`src/rtl/writeback_unit.sv`:
```
`default_nettype none
//==============================================================================
// Module : writeback_unit -- in-order result queue retiring into the register
//          file, with forwarding lookups and an early front-end stall request.
// Rev    : 1.0
//==============================================================================
module writeback_unit #(
    parameter int DATA_WIDTH = 32,
    parameter int ADDR_WIDTH = 32,
    parameter int INST_WIDTH = 32,
    parameter int DEPTH      = 4
) (
    input  logic                  clk,
    input  logic                  reset,
    input  logic                  ex_valid,
    input  logic [DATA_WIDTH-1:0] ex_result,
    input  logic [ADDR_WIDTH-1:0] ex_pc,
    input  logic [INST_WIDTH-1:0] ex_instruction,
    input  logic                  rf_wr_grant,
    output logic                  rf_wr_en,
    output logic [4:0]            rf_wr_addr,
    output logic [DATA_WIDTH-1:0] rf_wr_data,
    input  logic [4:0]            fwd_rs1_addr,
    input  logic [4:0]            fwd_rs2_addr,
    output logic                  fwd_rs1_hit,
    output logic                  fwd_rs2_hit,
    output logic [DATA_WIDTH-1:0] fwd_rs1_data,
    output logic [DATA_WIDTH-1:0] fwd_rs2_data,
    output logic                  stall_req,
    output logic                  retire_valid,
    output logic [ADDR_WIDTH-1:0] retire_pc,
    output logic [31:0]           retire_count,
    output logic                  overflow_err
);

    localparam int PTR_W = $clog2(DEPTH);

    typedef logic [PTR_W-1:0] idx_t;
    typedef logic [PTR_W:0]   cnt_t;

    localparam cnt_t C_STALL_LEVEL = cnt_t'(DEPTH - 2);

    logic [DATA_WIDTH-1:0] r_res_q [DEPTH];
    logic [4:0]            r_rd_q  [DEPTH];
    logic [ADDR_WIDTH-1:0] r_pc_q  [DEPTH];

    cnt_t r_wr_ptr;
    cnt_t r_rd_ptr;
    logic r_stall;
    logic r_overflow;
    logic [31:0] r_retire_count;

    logic w_empty;
    logic w_full;
    logic w_pop;
    logic w_push;
    cnt_t w_count;
    cnt_t w_next_count;
    idx_t w_head;
    idx_t w_tail;
    logic [4:0] w_ex_rd;
    logic w_unused_inst;

    idx_t w_slot [DEPTH];
    logic w_occ  [DEPTH];

    assign w_head  = r_rd_ptr[PTR_W-1:0];
    assign w_tail  = r_wr_ptr[PTR_W-1:0];
    assign w_empty = (r_wr_ptr == r_rd_ptr);
    assign w_full  = (r_wr_ptr[PTR_W-1:0] == r_rd_ptr[PTR_W-1:0]) &&
                     (r_wr_ptr[PTR_W] != r_rd_ptr[PTR_W]);
    assign w_count = r_wr_ptr - r_rd_ptr;

    assign w_pop  = !w_empty && rf_wr_grant;
    // A full queue still accepts a result when the head leaves in the same cycle.
    assign w_push = ex_valid && (!w_full || w_pop);

    assign w_next_count = w_count + cnt_t'(w_push) - cnt_t'(w_pop);

    assign w_ex_rd       = ex_instruction[11:7];
    assign w_unused_inst = ^{ex_instruction[INST_WIDTH-1:12], ex_instruction[6:0]};

    always_ff @(posedge clk) begin
        if (w_push) begin
            r_res_q[w_tail] <= ex_result;
            r_rd_q[w_tail]  <= w_ex_rd;
            r_pc_q[w_tail]  <= ex_pc;
        end
    end

    always_ff @(posedge clk or posedge reset) begin
        if (reset) begin
            r_wr_ptr       <= '0;
            r_rd_ptr       <= '0;
            r_stall        <= 1'b0;
            r_overflow     <= 1'b0;
            r_retire_count <= 32'd0;
        end else begin
            if (w_push) begin
                r_wr_ptr <= r_wr_ptr + cnt_t'(1);
            end
            if (w_pop) begin
                r_rd_ptr       <= r_rd_ptr + cnt_t'(1);
                r_retire_count <= r_retire_count + 32'd1;
            end
            if (ex_valid && w_full && !w_pop) begin
                r_overflow <= 1'b1;
            end
            r_stall <= (w_next_count >= C_STALL_LEVEL);
        end
    end

    assign rf_wr_en     = w_pop && (r_rd_q[w_head] != 5'd0);
    assign retire_valid = w_pop;
    assign rf_wr_addr   = w_empty ? 5'd0 : r_rd_q[w_head];
    assign rf_wr_data   = w_empty ? '0 : r_res_q[w_head];
    assign retire_pc    = w_empty ? '0 : r_pc_q[w_head];
    assign retire_count = r_retire_count;
    assign overflow_err = r_overflow;
    assign stall_req    = r_stall;

    // Slot k is the k-th oldest entry counted from the head.
    genvar k;
    generate
        for (k = 0; k < DEPTH; k++) begin : g_slot
            assign w_slot[k] = w_head + idx_t'(k);
            assign w_occ[k]  = (cnt_t'(k) < w_count);
        end
    endgenerate

    // Walk oldest to youngest so the youngest match overrides earlier ones.
    always_comb begin
        fwd_rs1_hit  = 1'b0;
        fwd_rs1_data = '0;
        fwd_rs2_hit  = 1'b0;
        fwd_rs2_data = '0;
        for (int i = 0; i < DEPTH; i++) begin
            if (w_occ[i] && (fwd_rs1_addr != 5'd0) && (r_rd_q[w_slot[i]] == fwd_rs1_addr)) begin
                fwd_rs1_hit  = 1'b1;
                fwd_rs1_data = r_res_q[w_slot[i]];
            end
            if (w_occ[i] && (fwd_rs2_addr != 5'd0) && (r_rd_q[w_slot[i]] == fwd_rs2_addr)) begin
                fwd_rs2_hit  = 1'b1;
                fwd_rs2_data = r_res_q[w_slot[i]];
            end
        end
    end

endmodule
`default_nettype wire

```
`config.mk`:
```
export PLATFORM = sky130hd
export DESIGN_NAME = writeback_unit
export DESIGN_NICKNAME = d
export VERILOG_FILES = /design/src/rtl/writeback_unit.sv
export SDC_FILE = /design/constraint.sdc
export NUM_CORES = 1
export LEC_CHECK = 0
export CAP_MARGIN = 20
export CELL_PAD_IN_SITES_DETAIL_PLACEMENT = 2
export CELL_PAD_IN_SITES_GLOBAL_PLACEMENT = 2
export CORE_ASPECT_RATIO = 1.1
export CORE_MARGIN = 2
export CORE_UTILIZATION = 42
export DETAILED_ROUTE_END_ITERATION = 10
export PLACE_DENSITY = 0.87
export SLEW_MARGIN = 20
export SYNTH_ARGS = -nofsm -noshare
export SYNTH_HDL_FRONTEND = slang
export SYNTH_SLANG_ARGS = --single-unit
```
`constraint.sdc`:
```
create_clock -name clk -period 8.8 [get_ports clk]
set_input_delay 1.76 -clock clk [delete_from_list [all_inputs] [get_ports clk]]
set_output_delay 1.76 -clock clk [all_outputs]
set_load 0.02 [all_outputs]
```
---- Yosys cells after proc, flatten, opt, wreduce, memory -nomap -nowiden ----
Memories as Yosys holds them, arrays and structs flattened.
Cells that the tools add are included.
Widths: inputs -> output; s select.
storage, ports and cells
  bits in registers ....................... 40
  memory bits (writable) .................. 276
  input port bits ......................... 110
  output and inout port bits .............. 171
  word-level logic and storage cells ...... 83
  memories ................................ 3
memories
  name     words  bits a word  read ports  clocked after Yosys merged registers in  write ports  line  source
  r_pc_q   4      32           1           0                                        1            45    logic [ADDR_WIDTH-1:0] r_pc_q [DEPTH];
  r_res_q  4      32           4           0                                        1            43    logic [DATA_WIDTH-1:0] r_res_q [DEPTH];
  r_rd_q   4      5            4           0                                        1            44    logic [4:0] r_rd_q [DEPTH];
cells by class
  add/subtract/negate cells ............... 9
  order comparisons ....................... 5
  equality and inequality tests ........... 11
  muxes and demuxes ....................... 21
  reductions and logical operators ........ 29
operators by type and width
  cell                   count
  $mux 32                10
  $eq 5x5->1             8
  $add 32x1->32 const B  1
  $logic_and 1x1->1      22
  $reduce_bool 5->1      3
  $mux 1                 10
  $add 3x1->3 const B    2
  $lt 1x3->1 const A     2
  $lt 2x3->1 const A     2
  $mux 5                 1
  $add 2x2->2 const B    2
  $add 3x1->3            1
  $eq 3x3->1             1
  $ge 3x2->1 const B     1
  $logic_not 1->1        3
  $sub 3x1->3            1
  $sub 3x3->3            1
  $add 2x1->2 const B    1
  $eq 2x2->1             1
  $logic_or 1x1->1       1
  $ne 1x1->1             1

---- Longest topological paths before layout ----
Gate-level depths: netlist of run 1.
  depth after elaboration ................. 8
  depth in mapped cells ................... 16
  gate-level depth less buffers ........... 12

---- Worst setup path after synthesis of run 1 ----
Ideal clock, no wire load.
  path kind ............................... reg-to-output
  start ................................... register r_rd_ptr[1]
  end ..................................... output port fwd_rs2_data[12]
  arrival ................................. 4,069 ps
  required time ........................... 7,040 ps
  path slack .............................. 2,971 ps
  cell stages (with the launch flop) ...... 16
  path buffers ............................ 5
  path through ............................ dfrtp_1 clkbuf_1 buf_2 buf_1 buf_1 inv_1 fa_1 xnor2_1 inv_1 ha_1 a221oi_1 nand4_1 nor3_2 buf_2 a211oi_1 a211oi_1
on the way
  longest elaborated chain between the ends .. 8
  elaborated cells on any way between the ends .. 26
  classes of those cells .................. 4 x add/sub; 4 x order compare; 4 x eq/ne; 4 x mux; 8 x reduce/logical; 2 x memory
ends and longest elaborated chain
  element                          line  source
  start: declaration               48    cnt_t r_rd_ptr;
  start signal: assignment         103   r_rd_ptr <= r_rd_ptr + cnt_t'(1);
  $sub 3x3->3                      72    assign w_count = r_wr_ptr - r_rd_ptr;
  $lt 1x3->1                       127   assign w_occ[k] = (cnt_t'(k) < w_count);
  $logic_and 1x1->1 (2 in series)  142   if (w_occ[i] && (fwd_rs2_addr != 5'd0) && (r_rd_q[w_slot[i]] == fwd_rs2_addr)) begin
  $mux 32 (3 in series)            142
  $mux 32 *                        142
  end: declaration                 28    output logic [DATA_WIDTH-1:0] fwd_rs2_data,
Mark *: on every way between the ends. The rest lies on a longest branch, timed or not.

---- Worst setup path in the final report of run 1 ----
  start ................................... register r_rd_ptr[0]
  end ..................................... output port fwd_rs2_data[5]
The elaborated chain is that of the path after synthesis.

==> impl_metrics.py, run 1 <==
metrics = {
    "run_status": {
        "status": "finished clean",
    },
    "final_layout": {
        "drive_gt1_share_pct": 20.97,
        "syn2layout_area_growth_pct": 23.31,
        "nNetsFinal": 1555,
        "fin_cells": 2028,
        "post-route-cell-area_um2": 22230,
    },
    "clocking": {
        "htree_levels": 2,
        "cts_tree": "done",
        "numClockSinks": 316,
        "cts_resized": 0,
        "ctsHoldBuffers": 0,
        "cts-root-buf": "clkbuf_16",
        "clockBufferDepth": 3,
        "cts_made_buffers": 36,
        "cts_setup_buffers": 0,
        "worstSkewPairLatency_ps": 530,
        "path_clk_slew_ps": 60,
    },
    "grt": {
        "grt_pass1_vias": 14260,
        "grt_usage_pct": 27.55,
        "grt_first_pass_wirelength_um": 92130,
        "overflow": 0,
        "antenna_found_initial": 5,
        "grt_max_degree": 62,
    },
    "floorplanning": {
        "die_x_um": 201.5,
        "dieArea_um2": 44600,
        "die_height_um": 221.3,
        "start_util_pct": 42.62,
        "boundaryPins": 281,
        "num_rows": 79,
        "core-area_um2": 42310,
    },
    "setup_path": {
        "startpoint_type": "flop",
        "path_class": "reg2out",
        "cpMaxStageDelayCell": "dfrtp_4",
        "endpoint_kind": "output pin",
        "crit_required_ps": 7040,
        "critPathMaxFanout": 40,
        "slowest_delay_ps": 890,
        "cp_top_family": "buffers and inverters",
        "worstPathArrival_ps": 5870,
        "crit_buf_inv": 4,
        "path_cells": "ha_1 -> inv_1 -> fa_1 -> xnor2_1 -> inv_1 -> ha_1 -> a221oi_1 -> nand4_1 -> nor3_4 -> buf_4 -> a211oi_1 -> a211oi_1 -> clkdlybuf4s50_1",
    },
    "placement": {
        "dp_hpwl_um": 37870,
        "portBuffers": 253,
        "post-place-cells": 1960,
        "gp_congestion": 0.7923,
        "place_area_um2": 21000,
    },
    "logic_synthesis": {
        "ys_warn_count": 0,
        "synth_flop_cell": "edfxtp_1",
        "seq_area_frac_synth_pct": 51.52,
        "syn-cell-area_um2": 18030,
        "ys_seq_elements": 316,
        "synthesis.nets": 1347,
        "avgSynthCellArea_um2": 14.73,
        "synth_edf_count": 276,
        "synth_async_sr_flop_share_pct": 12.66,
        "synthCells": 1224,
        "yosysUniqueCellTypes": 53,
    },
    "sta": {
        "setup_viol": 0,
        "tightest_slew_ps": 1104,
        "min_period_ps": 7627,
        "maxSlewViolCount": 0,
        "fin_crit_sh_pct": 86.67,
        "hold_viol": 0,
        "tns_ps": 0,
        "fin_skew_ps": 19.17,
        "relSlewSlack_pct": 26.07,
        "max_clock_freq_ghz": 0.1311,
        "grt_setup_unrepaired": "false",
    },
    "power": {
        "leakage_nw": 7.158,
        "p_clk_share_pct": 16.0,
        "switching_share_pct": 42.96,
        "comb_power_share_pct": 60.6,
        "internal-power_mw": 5.508,
        "peakVddDrop_mv": 0.3142,
        "p_seq_share_pct": 23.4,
        "power_density_nw_per_um2": 434.4,
        "switchingPower_mw": 4.149,
    },
    "detailed_routing": {
        "drt_iter0_drc": 904,
        "finalWirelength_um": 61410,
        "firstDrtPassIters": 5,
        "routed-via-count": 12584,
        "routedWlPerCell_um": 30.28,
        "vias_per_cell": 6.205,
        "ant_nets": 0,
        "route.detailed.drc": 0,
    },
    "worst_hold_path": {
        "hold_path_class": "reg2reg",
    },
    "flow_run": {
        "max-cap-violations": 0,
    },
}
[routing by layer]
layer | GRT usage (%) | vias to the layer above | wire (um)
met2 | 49.68 | 479 | 32310
li1 | - | 5263 | -
met4 | 9.298 | 6 | 1849
met5 | 0 | - | 38
met3 | 6.274 | 126 | 4111
met1 | 32.29 | 6710 | 23110
[cells by family after synthesis]
| kind of cell | Yosys count | share of synthesized area [%] |
|---|---|---|
| adders and majority gates | 13 | 0.9855 |
| AOI/OAI and AO/OA | 88 | 4.483 |
| DFF | 316 | 51.52 |
| buffers and inverters | 121 | 3.144 |
| muxes | 240 | 25.82 |
| xor gates and xnor gates | 74 | 3.637 |
| and+or+nand+nor | 372 | 10.41 |
[layout make-up]
type	count	area, um^2
Multi-Input combinational cell	787	8243
Fill cell	3862	20070
Clock buffer	44	962.2
Clock inverter	21	234.0
Timing Repair Buffer	275	2721
Sequential cell	316	9296
Inverter	16	60.06
Antenna cell	2	5.005
Tap cell	567	709.4
[flip-flops by register name, indices dropped and copies added, names as in the netlist]
signal and count:
overflow_err 1, r_res_q 128, r_pc_q 128, r_rd_q 20, retire_count 32, stall_req 1
r_rd_ptr 3, r_wr_ptr 3
[cell usage after synthesis (all sizes together) (2+ instances only)]
master / instances / share of area [%]
edfxtp: 276 / 46
mux4: 180 / 22
nand2: 82 / 1.7
nor3: 73 / 2.1
nor2b: 71 / 2.5
clkbuf: 63 / 1.3
mux2i: 60 / 3.3
nor2: 58 / 1.3
xnor2: 58 / 2.8
a211oi: 45 / 2.7
buf: 42 / 1.5
dfrtp: 40 / 5.6
nand3: 36 / 1.0
o211ai: 26 / 1.1
nand4: 19 / 0.66
inv: 16 / 0.33
xor2: 16 / 0.82
ha: 11 / 0.76
and2: 7 / 0.26
nand3b: 7 / 0.29
a21oi: 3 / 0.083
nand2b: 3 / 0.10
nor4: 3 / 0.10
o21ai: 3 / 0.10
or2: 3 / 0.10
or3: 3 / 0.10
a211o: 2 / 0.097
a21o: 2 / 0.083
a221oi: 2 / 0.097
fa: 2 / 0.22
nor3b: 2 / 0.083
or4: 2 / 0.083
[cells in the final DEF (no fill, tap or decap), drive strengths merged, types with 5 or more instances in the layout]
cell type and count:
a211oi 45, clkdlybuf4s50 253, and2 7, nand3 36
o211ai 26, nand4 19, xor2 16, buf 22
nand2 82, xnor2 58, bufinv 5, dfrtp 40
nor3 73, mux2i 60, inv 18, clkinv 13
nor2 58, ha 11, edfxtp 276, nand3b 7
mux4 180, nor2b 71, clkbuf 44
[power groups by stage]
stage | combinational [mW] | clock, mW | sequential, mW
after floorplan | 3.72 | 0 | 2.14
after global placement | 5.57 | 0 | 2.23
after detailed placement | 5.78 | 0 | 2.28
after CTS | 5.86 | 1.58 | 2.26
after global routing | 6.19 | 1.63 | 2.30
final | 5.85 | 1.55 | 2.26
[final timing paths]
kind	start	endpoint	slack [ps]	cells after the start
worst max-delay path	r_rd_ptr[0]	fwd_rs2_data[5]	1170	13
worst min register to register	overflow_err	overflow_err	470	1
worst min-delay path	overflow_err	overflow_err	470	1
worst max register to register	r_rd_ptr[1]	r_res_q[0][19]	4690	7
min in group asynchronous	reset	retire_count[7]	1710	3
max in group asynchronous	reset	r_rd_ptr[0]	6670	3
[through the flow]
step / util (%) / power, mW / worst slack, ps / hold WS [ps]
final: 52.55 / 9.657 / 1173 / 469.9
after CTS: 52.46 / 9.701 / 1183 / 471.6
after global routing: 52.54 / 10.12 / 907.7 / 491.9
after global placement: 49.64 / 7.801 / 1794 / 442.9
after detailed placement: 49.64 / 8.061 / 1693 / 454.6
after floorplan: - / 5.864 / 2971 / 492.8
Note: power is estimated with default switching activity, not from simulation.
==> run 2, diff against run 1 <==
--- a/config.mk
+++ b/config.mk
@@ -11,8 +11,10 @@
 export CORE_ASPECT_RATIO = 1.1
 export CORE_MARGIN = 2
 export CORE_UTILIZATION = 42
+export CTS_CLUSTER_DIAMETER = 100
 export DETAILED_ROUTE_END_ITERATION = 10
 export PLACE_DENSITY = 0.87
+export REMOVE_ABC_BUFFERS = 1
 export SLEW_MARGIN = 20
 export SYNTH_ARGS = -nofsm -noshare
 export SYNTH_HDL_FRONTEND = slang
==> run 2 against run 1 <==
Compared with the run above:
- maximum frequency shrank 3.6%
- die area is the same
- non-clock buffer count is the same
- clock skew grew 2.6 ps
- clock-buffer cell count shrank 5
- sequential share of layout area grew 0.054 points
- core utilization shrank 0.068 points
- via count shrank 1.2%
- global-route usage shrank 0.26 points
- combinational power shrank 2%
- worst setup slack lost 290 ps
- critical endpoint is now fwd_rs1_data[0]
- largest power group unchanged
- highest routed layer unchanged
==> impl_metrics.py, run 2 (same netlist as run 1, synthesis figures left out) <==
metrics = {
    "floorplanning": {
        "start_util_pct": 42.62,
        "core-area_um2": 42310,
        "dieArea_um2": 44600,
        "boundaryPins": 281,
        "die_height_um": 221.3,
        "die_x_um": 201.5,
        "num_rows": 79,
    },
    "placement": {
        "dp_hpwl_um": 37890,
        "pre_cts_ws_ps": 1399,
        "place_area_um2": 21020,
        "gp_congestion": 0.8299,
        "portBuffers": 253,
    },
    "clocking": {
        "worstSkewPairLatency_ps": 540,
        "cts_made_buffers": 36,
        "path_clk_slew_ps": 70,
        "numClockSinks": 316,
        "htree_levels": 2,
        "cts-root-buf": "clkbuf_16",
        "cts_tree": "done",
        "ctsHoldBuffers": 0,
        "cts_resized": 0,
        "cts_setup_buffers": 0,
        "clockBufferDepth": 3,
    },
    "flow_run": {
        "max-cap-violations": 0,
    },
    "power": {
        "power_density_nw_per_um2": 429.7,
        "power_mw": 9.540,
        "leakage_nw": 7.131,
        "peakVddDrop_mv": 0.2726,
    },
    "sta": {
        "fin_crit_sh_pct": 89.93,
        "relSlewSlack_pct": 27.67,
        "hold_viol": 0,
        "tightest_slew_ps": 1085,
        "min_period_ps": 7914,
        "setup_viol": 0,
        "max_clock_freq_ghz": 0.1264,
        "setup_slack_ps": 886.1,
        "fin_skew_ps": 21.81,
        "maxSlewViolCount": 0,
        "grt_setup_unrepaired": "false",
    },
    "detailed_routing": {
        "routedWlPerCell_um": 29.91,
        "drt_iter0_drc": 837,
        "vias_per_cell": 6.123,
        "ant_nets": 0,
        "finalWirelength_um": 60710,
        "route.detailed.drc": 0,
        "routed-via-count": 12430,
        "firstDrtPassIters": 7,
    },
    "run_status": {
        "status": "finished clean",
    },
    "setup_path": {
        "slowest_delay_ps": 980,
        "ff2ff_path_depth": 7,
        "critPathMaxFanout": 51,
        "cpMaxStageDelayCell": "dfrtp_4",
        "cp_top_family": "simple AND/OR/NAND/NOR gates",
        "crit_buf_inv": 2,
        "startpoint_type": "flop",
        "path_class": "reg2out",
        "crit_required_ps": 7040,
        "worstPathArrival_ps": 6150,
        "critical_path_depth": 8,
        "path_cells": "buf_4 -> mux4_2 -> xor2_1 -> nor4_1 -> nand4_1 -> and2_4 -> a211oi_1 -> clkdlybuf4s50_1",
        "endpoint_kind": "output pin",
    },
    "final_layout": {
        "post-route-cell-area_um2": 22200,
        "nNetsFinal": 1555,
        "drive_gt1_share_pct": 21.21,
        "syn2layout_area_growth_pct": 23.15,
        "fillers": 3879,
        "final_common_cell": "edfxtp_1",
        "mostFrequentLayoutCells": "276 x edfxtp_1, 253 x clkdlybuf4s50_1, 180 x mux4_2",
    },
    "grt": {
        "antenna_found_initial": 10,
        "grt_max_degree": 64,
        "overflow": 0,
        "grt_first_pass_wirelength_um": 92040,
        "grt_pass1_vias": 14344,
        "grt_usage_pct": 27.28,
    },
    "worst_hold_path": {
        "hold_path_class": "reg2reg",
        "whs_path_depth": 1,
    },
}
[run 2: cell type report]
| class | count | area [um^2] | share of cell area (%) |
|---|---|---|---|
| Antenna cell | 6 | 15.01 | 0.06762 |
| Sequential cell | 316 | 9296 | 41.87 |
| Clock buffer | 39 | 912.1 | 4.108 |
| Inverter | 16 | 60.06 | 0.2705 |
| Timing Repair Buffer | 275 | 2710 | 12.21 |
| Clock inverter | 24 | 256.5 | 1.155 |
| Tap cell | 567 | 709.4 | 3.195 |
| Multi-Input combinational cell | 787 | 8243 | 37.13 |
[run 2: path summary, 6_finish.rpt]
check                        startpoint               end  slack (ps)
setup / recovery            r_rd_ptr[0]   fwd_rs1_data[0]         890
hold / removal             overflow_err      overflow_err         470
setup reg to reg            r_rd_ptr[1]    r_res_q[1][13]        4630
hold reg to reg            overflow_err      overflow_err         470
max in group asynchronous         reset       r_rd_ptr[0]        6700
min in group asynchronous         reset  retire_count[22]        1690
[run 2: metrics by stage]
step | cells | hold WS, ps | utilization (%) | setup TNS (ps)
after floorplan | 1119 | 492.8 | - | -775650
after global placement | 1961 | 439.6 | 49.68 | 0
after detailed placement | 1961 | 449.9 | 49.68 | 0
after CTS | 2024 | 474.3 | 52.45 | 0
after global routing | 2030 | 483.6 | 52.48 | 0
final | 2030 | 469.1 | 52.48 | 0
[run 2: routing by layer]
layer | GRT usage (%) | routed length [um] | up-vias
li1 | - | - | 5255
met1 | 31.38 | 22380 | 6614
met2 | 50.32 | 33120 | 458
met3 | 5.567 | 3585 | 101
met4 | 9.322 | 1615 | 2
met5 | 0 | 13 | -
[run 2: power breakdown]
part / leakage (nW) / total (mW) / switching (mW) / internal (mW)
Combinational: 3.52 / 5.74 / 3.15 / 2.59
Sequential: 3.05 / 2.28 / 0.306 / 1.98
Clock: 0.561 / 1.52 / 0.640 / 0.876
